<file path="src/rtl/multicycle_ctrl.sv">
// multicycle_ctrl: control FSM for a multicycle MIPS-style datapath (fetch, decode, execute, memory, writeback).
// Latency: all outputs are combinational from state, opcode_i, zero_i, mem_ack_i and the wait counter; CPI is 3..5 plus memory waits.
// Backpressure: memory states hold mem_req_o until mem_ack_i, or abandon to FETCH after TIMEOUT unacknowledged cycles.
// Optional feature: define MULTICYCLE_CTRL_JUMP_EN to add the JUMP state for opcode 0x02 (otherwise 0x02 is illegal).
module multicycle_ctrl #(
  parameter int TIMEOUT = 15
) (
  input  logic       clk_i,
  input  logic       rst_i,
  input  logic [5:0] opcode_i,
  input  logic       zero_i,
  input  logic       mem_ack_i,
  output logic       mem_req_o,
  output logic       mem_we_o,
  output logic       i_or_d_o,
  output logic       ir_write_o,
  output logic       pc_write_o,
  output logic       reg_write_o,
  output logic [1:0] pc_src_o,
  output logic       reg_dst_o,
  output logic       mem_to_reg_o,
  output logic       alu_src_a_o,
  output logic [1:0] alu_src_b_o,
  output logic [2:0] alu_op_o,
  output logic [3:0] state_o,
  output logic       illegal_o,
  output logic       timeout_o
);

  localparam logic [5:0] OP_RTYPE = 6'h00;
  localparam logic [5:0] OP_ADDI  = 6'h08;
  localparam logic [5:0] OP_SLTI  = 6'h0A;
  localparam logic [5:0] OP_LW    = 6'h23;
  localparam logic [5:0] OP_SW    = 6'h2B;
  localparam logic [5:0] OP_BEQ   = 6'h04;
  localparam logic [5:0] OP_BNE   = 6'h05;
`ifdef MULTICYCLE_CTRL_JUMP_EN
  localparam logic [5:0] OP_J     = 6'h02;
`endif

  localparam logic [3:0] TMO_CNT = 4'(TIMEOUT);

  typedef enum logic [3:0] {
    FETCH    = 4'd0,
    DECODE   = 4'd1,
    MEM_ADDR = 4'd2,
    MEM_RD   = 4'd3,
    MEM_WB   = 4'd4,
    MEM_WR   = 4'd5,
    EXEC     = 4'd6,
    ALU_WB   = 4'd7,
    BRANCH   = 4'd8
`ifdef MULTICYCLE_CTRL_JUMP_EN
    ,JUMP    = 4'd9
`endif
  } state_t;

  state_t     state;
  state_t     state_nxt;
  logic [3:0] wait_cnt;
  logic [3:0] wait_cnt_nxt;
  logic       mem_state;
  logic       expired;

  // State and wait-counter registers; reset lands in FETCH with a clean counter even mid-access.
  always_ff @(posedge clk_i or negedge rst_i) begin
    if (!rst_i) begin
      state    <= FETCH;
      wait_cnt <= '0;
    end else begin
      state    <= state_nxt;
      wait_cnt <= wait_cnt_nxt;
    end
  end

  // Wait counter: counts unacknowledged cycles inside one memory access, zero everywhere else,
  // so every entry into a memory state (including a FETCH retry) starts from zero.
  always_comb begin
    mem_state    = (state == FETCH) || (state == MEM_RD) || (state == MEM_WR);
    expired      = mem_state && (wait_cnt == TMO_CNT) && !mem_ack_i;
    wait_cnt_nxt = '0;
    if (mem_state && !mem_ack_i && !expired) begin
      wait_cnt_nxt = wait_cnt + 4'd1;
    end
  end

  // Next-state and control outputs; an ack in the expiry cycle wins over the timeout.
  always_comb begin
    state_nxt    = state;
    mem_req_o    = 1'b0;
    mem_we_o     = 1'b0;
    i_or_d_o     = 1'b0;
    ir_write_o   = 1'b0;
    pc_write_o   = 1'b0;
    reg_write_o  = 1'b0;
    pc_src_o     = 2'b00;
    reg_dst_o    = 1'b0;
    mem_to_reg_o = 1'b0;
    alu_src_a_o  = 1'b0;
    alu_src_b_o  = 2'b00;
    alu_op_o     = 3'b000;
    illegal_o    = 1'b0;
    timeout_o    = 1'b0;

    case (state)
      FETCH: begin
        mem_req_o   = !expired;
        alu_src_b_o = 2'b01;
        if (mem_ack_i) begin
          ir_write_o = 1'b1;
          pc_write_o = 1'b1;
          state_nxt  = DECODE;
        end else if (expired) begin
          // Abandoned fetch: PC is left alone so the same address is retried.
          timeout_o = 1'b1;
          state_nxt = FETCH;
        end
      end
      DECODE: begin
        alu_src_b_o = 2'b11;
        case (opcode_i)
          OP_RTYPE, OP_ADDI, OP_SLTI: state_nxt = EXEC;
          OP_LW, OP_SW:               state_nxt = MEM_ADDR;
          OP_BEQ, OP_BNE:             state_nxt = BRANCH;
`ifdef MULTICYCLE_CTRL_JUMP_EN
          OP_J:                       state_nxt = JUMP;
`endif
          default: begin
            illegal_o = 1'b1;
            state_nxt = FETCH;
          end
        endcase
      end
      EXEC: begin
        alu_src_a_o = 1'b1;
        state_nxt   = ALU_WB;
        if (opcode_i == OP_RTYPE) begin
          alu_src_b_o = 2'b00;
          alu_op_o    = 3'b010;
        end else begin
          alu_src_b_o = 2'b10;
          alu_op_o    = (opcode_i == OP_SLTI) ? 3'b011 : 3'b000;
        end
      end
      ALU_WB: begin
        reg_write_o = 1'b1;
        reg_dst_o   = (opcode_i == OP_RTYPE);
        state_nxt   = FETCH;
      end
      MEM_ADDR: begin
        alu_src_a_o = 1'b1;
        alu_src_b_o = 2'b10;
        state_nxt   = (opcode_i == OP_LW) ? MEM_RD : MEM_WR;
      end
      MEM_RD: begin
        mem_req_o = !expired;
        i_or_d_o  = 1'b1;
        if (mem_ack_i) begin
          state_nxt = MEM_WB;
        end else if (expired) begin
          timeout_o = 1'b1;
          state_nxt = FETCH;
        end
      end
      MEM_WB: begin
        reg_write_o  = 1'b1;
        mem_to_reg_o = 1'b1;
        state_nxt    = FETCH;
      end
      MEM_WR: begin
        mem_req_o = !expired;
        mem_we_o  = !expired;
        i_or_d_o  = 1'b1;
        if (mem_ack_i) begin
          state_nxt = FETCH;
        end else if (expired) begin
          timeout_o = 1'b1;
          state_nxt = FETCH;
        end
      end
      BRANCH: begin
        alu_src_a_o = 1'b1;
        alu_op_o    = 3'b001;
        pc_src_o    = 2'b01;
        pc_write_o  = (opcode_i == OP_BEQ) ? zero_i : !zero_i;
        state_nxt   = FETCH;
      end
`ifdef MULTICYCLE_CTRL_JUMP_EN
      JUMP: begin
        pc_write_o = 1'b1;
        pc_src_o   = 2'b10;
        state_nxt  = FETCH;
      end
`endif
      default: state_nxt = FETCH;
    endcase

    // Reset holds FETCH but must not issue requests, writes or events while asserted.
    if (!rst_i) begin
      mem_req_o   = 1'b0;
      mem_we_o    = 1'b0;
      ir_write_o  = 1'b0;
      pc_write_o  = 1'b0;
      reg_write_o = 1'b0;
      illegal_o   = 1'b0;
      timeout_o   = 1'b0;
    end
  end

  // Expose the raw state encoding for observation.
  always_comb begin
    state_o = state;
  end

endmodule

</file>
<file path="config.mk">
export PLATFORM = sky130hd
export DESIGN_NAME = multicycle_ctrl
export DESIGN_NICKNAME = d
export VERILOG_FILES = /design/src/rtl/multicycle_ctrl.sv
export SDC_FILE = /design/constraint.sdc
export NUM_CORES = 1
export LEC_CHECK = 0
export ABC_AREA = 1
export CAP_MARGIN = 15
export CORE_AREA = 3 3 44 46
export CTS_BUF_LIST = sky130_fd_sc_hd__clkbuf_8
export DETAILED_ROUTE_END_ITERATION = 12
export DIE_AREA = 0 0 47 49
export PLACE_DENSITY_LB_ADDON = 0.1
export SLEW_MARGIN = 20
export SYNTH_ARGS = -nofsm -noshare
export SYNTH_HDL_FRONTEND = slang
export SYNTH_SLANG_ARGS = --single-unit
</file>
<file path="constraint.sdc">
create_clock -name clk_i -period 2.15 [get_ports clk_i]
set_input_delay 0.43 -clock clk_i [delete_from_list [all_inputs] [get_ports clk_i]]
set_output_delay 0.43 -clock clk_i [all_outputs]
set_load 0.005 [all_outputs]
</file>
==> results of run 1 <==
-- cells by family (layout without fill, tap and decap cells) --
kind of cell / count (synthesis) / after routing / synth area share
AO/OA/AOI/OAI: 11 / 11 / 0.0998
XOR/XNOR: 2 / 2 / 0.0250
adder cells (fa/ha/maj): 1 / 1 / 0.0178
buffers and inverters: 21 / 70 / 0.123
flip-flops: 8 / 8 / 0.285
other: 1 / 2 / 0.00534
AND/OR/NAND/NOR: 67 / 67 / 0.444
-- timing repair --
item / CTS / global route
pin swaps: 10 / 4
setup buffers: 4 / 3
resized for setup: 41 / 8
cloned: 0 / 0
setup endpoints to repair: 11 / 6
hold buffers: 0 / 0
-- where the power goes --
group / internal, mW / leakage [nW] / switching, mW / total (mW)
registers: 0.184 / 0.102 / 0.0460 / 0.230
logic: 0.248 / 0.605 / 0.268 / 0.517
clock network: 0.121 / 0.0216 / 0.0587 / 0.180
total: 0.554 / 0.729 / 0.373 / 0.927
-- how the worst max path moves through the flow --
stage / startpoint / to / slack [ns] / cells after the start
2_1_floorplan: wait_cnt[0] / mem_req_o / 0.67 / 6
3_3_place_gp: opcode_i[5] / pc_write_o / -0.29 / 7
3_5_place_dp: opcode_i[5] / reg_dst_o / -0.36 / 5
4_1_cts: state_o[2] / timeout_o / -0.04 / 6
5_1_grt: state_o[0] / alu_src_a_o / -0.002 / 6
6_report: state_o[1] / mem_req_o / 0.08 / 9
-- through the flow --
step           area (um^2)  std cells  total power, mW  setup TNS, ns  worst slack, ns
4_1_cts               1200        174            0.880        -0.0358          -0.0358
3_3_place_gp          1090        167            0.658          -1.94           -0.286
3_5_place_dp          1090        167            0.669          -2.20           -0.360
5_1_grt               1250        177             1.01       -0.00193         -0.00193
2_1_floorplan          706        112            0.446              0            0.671
6_report              1250        177            0.927              0           0.0828
-- flip-flops by register name (all words and copies together), names as in the netlist --
signal / count
state_o: 4
wait_cnt: 4
-- per-layer routing --
| metal | GRT usage | vias up | share of wire |
|---|---|---|---|
| met2 | 0.403 | 32 | 0.55 |
| li1 | - | 446 | - |
| met4 | 0.0922 | 0 | 0.016 |
| met5 | 0 | - | 0 |
| met1 | 0.242 | 394 | 0.38 |
| met3 | 0.0480 | 4 | 0.054 |
-- area by class of cell --
class,count,area share
Multi-Input combinational cell,83,0.393
Timing Repair Buffer,48,0.338
Sequential cell,8,0.164
Inverter,19,0.0569
Clock buffer,3,0.0330
Tap cell,16,0.0160
-- cells in the final DEF (no fill, tap or decap), drive strengths merged --
cell type      Yosys  layout
inv               19      19
clkdlybuf4s15      0       1
a21oi              1       1
conb               1       2
buf                2      19
xor2               1       1
nand2             24      24
dlygate4sd2        0      15
o211ai             2       2
o21bai             1       1
a31oi              1       1
xnor2              1       1
clkbuf             0       3
nand4              2       2
clkdlybuf4s50      0      10
nor2              27      27
nor3               1       1
dfrtp              8       8
dlymetal6s2s       0       3
a211oi             1       1
ha                 1       1
o21ai              5       5
nand3             13      13
==> run summary, run 1 <==
status -> finished clean
Vias -> 876
FP Rows -> 14
multi-input logic area -> 492 um^2
WL final -> 2340 um
Main synth FF type -> dfrtp_1
Layout Nets -> 174
vias per cell -> 4.95
chip height -> 49 um
DRC violations left -> 0
post-layout util -> 0.813
period utilization -> 0.961
Ant. Diodes -> 0
vias in the first global route -> 908
share of the synthesized area in the top cell type -> 0.285
Crit Path Max Fanout -> 5
most frequent CP cell -> buf_4
antenna viol nets, final -> 0
Fmax achieved -> 484 MHz
Area Growth Syn to Fin -> 78.4%
initial core utilization -> 0.455
# fillers -> 101
clk_skew -> 0.00311 ns
max incr delay on CP -> 0.45 ns
share of cells above drive strength 1 -> 0.317
Yosys Warn Count -> 0
CTS buffer count -> 3
CP Capture Type -> output pin
gr usage total -> 0.226
antenna violations before repair -> 0
crit-path cells -> buf_4, nand2_2, inv_1, nand2_4, nand3_4, buf_4, nand2_1, nor2_1, dlygate4sd2_1
CP Buf/Inv Count -> 4
ranking of synthesized cells by area -> dfrtp_1, nor2_1, nand2_1
Clock transition at path regs -> 0.04 ns
Iter 0 DRT Violations -> 12
final number of setup-violating endpoints -> 0
WL/cell -> 13.2 um
Hold Slack -> 0.403 ns
Core Area -> 1540 um^2
Pwr Density -> 740 nW/um^2
GPL Wtd Cong -> 0.807
clock root buffer -> clkbuf_8
worst-case reg-to-reg path depth -> 8
Bufs on Longest Clock Path -> 2
EDFF count, synth -> 0
crit path DAT -> 1.64 ns
pin count of the biggest net entering global routing -> 9
CTS tree -> yes
H-tree depth -> 1
Die ar. -> 2300 um^2
CP startpoint kind -> flip-flop
max-cap violations -> 0
I/O Pins -> 32
worst vdd ir -> 0.000547 V
RR Startpoint -> state_o[1]
post-synthesis register bit count -> 8
r2r setup slk -> 0.82 ns
gate count of the mapped netlist -> 111
most common cell in the netlist -> nor2_1
Leak -> 0.729 nW
Syn Area/Cell -> 6.32 um^2
final hold vios -> 0
Period minus WS final -> 2.07 ns
CTS sink cnt -> 8
slowest cell on the critical path -> dfrtp_2
clk_lat worst skew -> 0.23 ns
Synth area leader -> dfrtp_1
CP required -> 1.72 ns
die width -> 47 um
Commonest cells post-synth -> nor2_1, nand2_1, inv_1, nand3_1, dfrtp_1
critical path type -> flip-flop to output pin
IO Port Bufs -> 29
overflow left after global routing -> 0
first-pass GRT wire length -> 3830 um
hpwl dp -> 1610 um
Post-Syn Area -> 702 um^2
Storage cell area -> 205 um^2
share of the yosys chip area belonging to registers -> 0.285
asr flop ratio synth -> 1.00
Netlist cell types -> 22
Pre-antenna DRT Iters -> 4
Min-Delay Path Class -> input pin to asynchronous set/reset pin
final slew viol count -> 0
family with the most delay on the worst path -> buffers and inverters
reg-to-reg endpoint -> state_o[0]
(Power assumes the default switching activity.)
==> run 2, diff against run 1 <==
Settings changed: PLACE_DENSITY set to 0.93, PLACE_DENSITY_LB_ADDON 0.1 to not set, SLEW_MARGIN 20 to not set.
==> run summary, run 2 (same netlist as run 1, synthesis figures left out) <==
Period minus WS final -> 2.12 ns (+0.0484 ns)
die width -> 47 um (unchanged)
period utilization -> 0.984 (+0.0225)
gr usage total -> 0.245 (+0.0195)
hold buffers post-CTS -> 0 (unchanged)
CP startpoint kind -> flip-flop
final hold vios -> 0 (unchanged)
FP Rows -> 14 (unchanged)
pin count of the biggest net entering global routing -> 9 (unchanged)
crit-path cells -> nor2_4, buf_4, nand3_2, nand2_1, clkdlybuf4s50_1
final slew viol count -> 0 (unchanged)
first-pass GRT wire length -> 4220 um (+10%)
WL final -> 3330 um (+42%)
Leak -> 0.828 nW (+13%)
DRC violations left -> 0 (unchanged)
IO Port Bufs -> 29 (unchanged)
Ant. Diodes -> 0 (unchanged)
Core Area -> 1540 um^2 (unchanged)
I/O Pins -> 32 (unchanged)
CTS tree -> yes
Fmax achieved -> 473 MHz (-2.3%)
CP required -> 1.72 ns (about the same)
max incr delay on CP -> 0.51 ns (+0.06 ns)
clk_skew -> 0.000703 ns (-0.00241 ns)
Pre-antenna DRT Iters -> 4 (unchanged)
hpwl dp -> 1730 um (+7.5%)
TNS Setup -> 0 ns (unchanged)
commonest non-fill, non-tap cell in the layout -> buf_4
Clock transition at path regs -> 0.04 ns (about the same)
Setup WS post-layout -> 0.0344 ns (-0.0484 ns)
Iter 0 DRT Violations -> 51 (+39)
Min-Delay Path Class -> input pin to asynchronous set/reset pin
WL/cell -> 17.9 um (+36%)
clk_lat worst skew -> 0.22 ns (about the same)
vias per cell -> 5.89 (+19%)
final number of setup-violating endpoints -> 0 (unchanged)
Place WS -> -0.375 ns (-0.0158 ns)
slowest cell on the critical path -> clkdlybuf4s50_1
uppermost routed layer -> met4
Pwr Density -> 781 nW/um^2 (+5.5%)
Area Growth Syn to Fin -> 91.3%
crit path DAT -> 1.69 ns (+0.05 ns)
antenna viol nets, final -> 0 (unchanged)
Vias -> 1,095 (+25%)
share of cells above drive strength 1 -> 0.365 (+0.0479)
routed wl met2 -> 1650 um (+28%)
H-tree depth -> 1 (unchanged)
CP Buf/Inv Count -> 2 (-2)
Crit Path Max Fanout -> 5 (unchanged)
chip height -> 49 um (unchanged)
CTS buffer count -> 3 (unchanged)
commonest non-fill, non-tap cells in the layout -> buf_4, nand2_1, nor2_1
clock root buffer -> clkbuf_8
critical path type -> flip-flop to output pin
WL met1 -> 1180 um (+34%)
vias in the first global route -> 943 (+3.9%)
Bufs on Longest Clock Path -> 2 (unchanged)
antenna violations before repair -> 0 (unchanged)
Layout Nets -> 183 (+5.2%)
family with the most delay on the worst path -> buffers and inverters
metal3 WL -> 297 um (+130%)
overflow left after global routing -> 0 (unchanged)
Die ar. -> 2300 um^2 (unchanged)
CTS sink cnt -> 8 (unchanged)
initial core utilization -> 0.455 (unchanged)
CP Capture Type -> output pin
GPL Wtd Cong -> 0.855 (+6.0%)
max-cap violations -> 0 (unchanged)
status -> finished clean
worst vdd ir -> 0.000668 V (+22%)
## run 2: worst paths after layout
path                             startpoint     endpoint  slack [ns]  cells after the start
worst max-delay path             state_o[1]  alu_src_a_o        0.03                      5
worst min-delay path                  rst_i   state_o[2]        0.46                      2
worst max register to register   state_o[1]   state_o[2]        0.70                      7
worst min register to register  wait_cnt[0]  wait_cnt[0]        0.50                      1
max in group asynchronous             rst_i   state_o[1]        1.56                      2
min in group clk_i              wait_cnt[0]  wait_cnt[0]        0.50                      1
## run 2: power by group
group          leakage [nW]  internal, mW  switching (mW)  total, mW
clock                0.0216         0.121          0.0515      0.172
combinational         0.704         0.299           0.344      0.643
sequential            0.102         0.184          0.0497      0.234
## run 2: layout make-up
type	count	area, um^2
inverter	19	73.8
tap	16	20.0
fill	74	199
clock buffer	3	41.3
sequential	8	205
multi-input combinational	83	507
timing repair buffer	57	495
## run 2: per-stage QoR
| step | instances | hold WS [ns] | cell area, um^2 | total power [mW] | util |
|---|---|---|---|---|---|
| 2_1_floorplan | 112 | 0.134 | 706 | 0.446 | - |
| 3_3_place_gp | 168 | 0.443 | 1100 | 0.641 | 0.713 |
| 3_5_place_dp | 168 | 0.456 | 1100 | 0.662 | 0.713 |
| 4_1_cts | 176 | 0.432 | 1200 | 0.897 | 0.782 |
| 5_1_grt | 186 | 0.447 | 1340 | 1.11 | 0.871 |
| 6_report | 186 | 0.456 | 1340 | 1.05 | 0.871 |
## run 2: per-layer routing
layer,vias to the layer above,global-route usage
li1,467,-
met1,520,0.299
met2,83,0.410
met3,25,0.0480
met4,0,0.0876
met5,-,0
## run 2: what timing repair did
item | in CTS | in global routing
gates cloned | 0 | 0
buffers inserted | 5 | 10
pin swaps | 8 | 10
resized for setup | 30 | 26
setup endpoints to repair | 11 | 10
==> run 3, diff against run 2 <==
Settings changed: CORE_AREA 3 3 44 46 to 3 3 45 47, DIE_AREA 0 0 47 49 to 0 0 48 50, PLACE_DENSITY 0.93 to 0.9.
Clock period 2.15 ns to 2.38 ns, I/O delays scaled along.
==> run summary, run 3 (same netlist as run 1, synthesis figures left out) <==
share of cells above drive strength 1 -> 0.279 (-0.0859)
final slew viol count -> 0 (unchanged)
DRC violations left -> 0 (unchanged)
Iter 0 DRT Violations -> 24 (-53%)
CTS buffer count -> 3 (unchanged)
Bufs on Longest Clock Path -> 2 (unchanged)
TNS Setup -> 0 ns (unchanged)
final hold vios -> 0 (unchanged)
critical path type -> flip-flop to output pin
overflow left after global routing -> 0 (unchanged)
Area Growth Syn to Fin -> 78.6%
vias in the first global route -> 904 (-4.1%)
Core Area -> 1690 um^2 (+9.6%)
IO Port Bufs -> 29 (unchanged)
Layout Nets -> 178 (-2.7%)
hold buffers post-CTS -> 0 (unchanged)
I/O Pins -> 32 (unchanged)
chip height -> 50 um (+2.0%)
Pre-antenna DRT Iters -> 4 (unchanged)
CP Capture Type -> output pin
CP required -> 1.90 ns (+0.18 ns)
slowest cell on the critical path -> clkdlybuf4s50_1
H-tree depth -> 1 (unchanged)
FP Rows -> 15 (+1)
hpwl dp -> 1620 um (-6.4%)
Crit Path Max Fanout -> 7 (+2)
worst vdd ir -> 0.000385 V (-42%)
clock root buffer -> clkbuf_8
vias per cell -> 5.34 (-9.4%)
Die ar. -> 2400 um^2 (+4.2%)
Place WS -> -0.206 ns (+0.170 ns)
Vias -> 971 (-11%)
clk_lat worst skew -> 0.22 ns (about the same)
crit-path cells -> nor2_2, nand2_1, nand3_4, nand3_2, nor2_1, clkdlybuf4s50_1
status -> finished clean
Leak -> 0.727 nW (-12%)
die width -> 48 um (+2.1%)
WL final -> 2590 um (-22%)
period utilization -> 0.992
antenna viol nets, final -> 0 (unchanged)
Ant. Diodes -> 0 (unchanged)
crit path DAT -> 1.89 ns (+0.20 ns)
GPL Wtd Cong -> 0.829 (-3.1%)
Setup WS post-layout -> 0.0190 ns (-0.0154 ns)
first-pass GRT wire length -> 3640 um (-14%)
clk_skew -> 0.00199 ns (+0.00128 ns)
max-cap violations -> 0 (unchanged)
CTS sink cnt -> 8 (unchanged)
CP startpoint kind -> flip-flop
pin count of the biggest net entering global routing -> 8 (-1)
Fmax achieved -> 424 MHz
Period minus WS final -> 2.36 ns
CTS tree -> yes
commonest non-fill, non-tap cells in the layout -> buf_4, nand2_1, nor2_1
initial core utilization -> 0.416 (-0.0398)
Pwr Density -> 624 nW/um^2 (-20%)
Min-Delay Path Class -> input pin to asynchronous set/reset pin
max incr delay on CP -> 0.50 ns (about the same)
WL/cell -> 14.3 um (-20%)
commonest non-fill, non-tap cell in the layout -> buf_4
gr usage total -> 0.206 (-0.0394)
Clock transition at path regs -> 0.04 ns (about the same)
antenna violations before repair -> 0 (unchanged)
final number of setup-violating endpoints -> 0 (unchanged)
[run 3: changes by cell type in the layout (fill, tap and decap cells not counted), moves of 2 or more]
cell / previous run / this run
buf_4: 28 / 23
nor2_1: 17 / 20
nand2_1: 18 / 22
clkbuf_2: 2 / 0
nor2_4: 8 / 2
nand2_2: 5 / 2
clkdlybuf4s50_1: 10 / 16
dlymetal6s2s_1: 7 / 4
nor2_2: 2 / 5
[run 3: worst max-delay path, delay by kind of cell, from the launching register on]
kind | cells | cell delay [ns]
buffers and inverters | 1 | 0.50
DFF | 1 | 0.46
and+or+nand+nor | 5 | 0.70
[run 3: metrics by stage]
step	instances	util	hold slack (ns)	total power [mW]	instance area [um^2]
2_1_floorplan	112	-	0.180	0.403	706
3_3_place_gp	163	0.624	0.443	0.572	1050
3_5_place_dp	163	0.624	0.466	0.585	1050
4_1_cts	177	0.699	0.464	0.747	1180
5_1_grt	182	0.742	0.460	0.840	1250
6_report	182	0.742	0.468	0.782	1250
[run 3: layout make-up]
cell class	instances	area, um^2
Clock buffer	3	41.3
Fill cell	128	435
Inverter	19	71.3
Multi-Input combinational cell	83	454
Sequential cell	8	204
Tap cell	17	21.3
Timing Repair Buffer	52	462
[run 3: final timing paths]
path                             start           to  slack (ns)  cells past startpoint
max reg2reg                 state_o[1]   state_o[0]        1.11                      5
max in group asynchronous        rst_i   state_o[2]        1.80                      2
min reg2reg                wait_cnt[0]  wait_cnt[0]        0.48                      1
max                         state_o[1]    timeout_o        0.02                      6
min                              rst_i   state_o[0]        0.47                      2
min in group clk_i         wait_cnt[0]  wait_cnt[0]        0.48                      1
[run 3: layer usage]
metal / track usage / share of wire / wire length [um] / up-vias
li1: - / - / - / 458
met1: 0.240 / 0.38 / 991 / 460
met2: 0.352 / 0.56 / 1450 / 47
met3: 0.0365 / 0.045 / 116 / 6
met4: 0.0807 / 0.015 / 39 / 0
met5: 0 / 0 / 0 / -
[run 3: repair_timing]
item | CTS | global route
pin swaps | 3 | 4
setup buffers | 11 | 5
cloned | 0 | 0
endpoints found under the setup margin | 10 | 5
gates resized for setup | 13 | 16
endpoints found under the hold margin | 0 | 0
[run 3: where the power goes]
part	leakage [nW]	switching (mW)	internal, mW
sequential	0.104	0.0335	0.165
clock	0.0216	0.0490	0.109
combinational	0.602	0.223	0.202
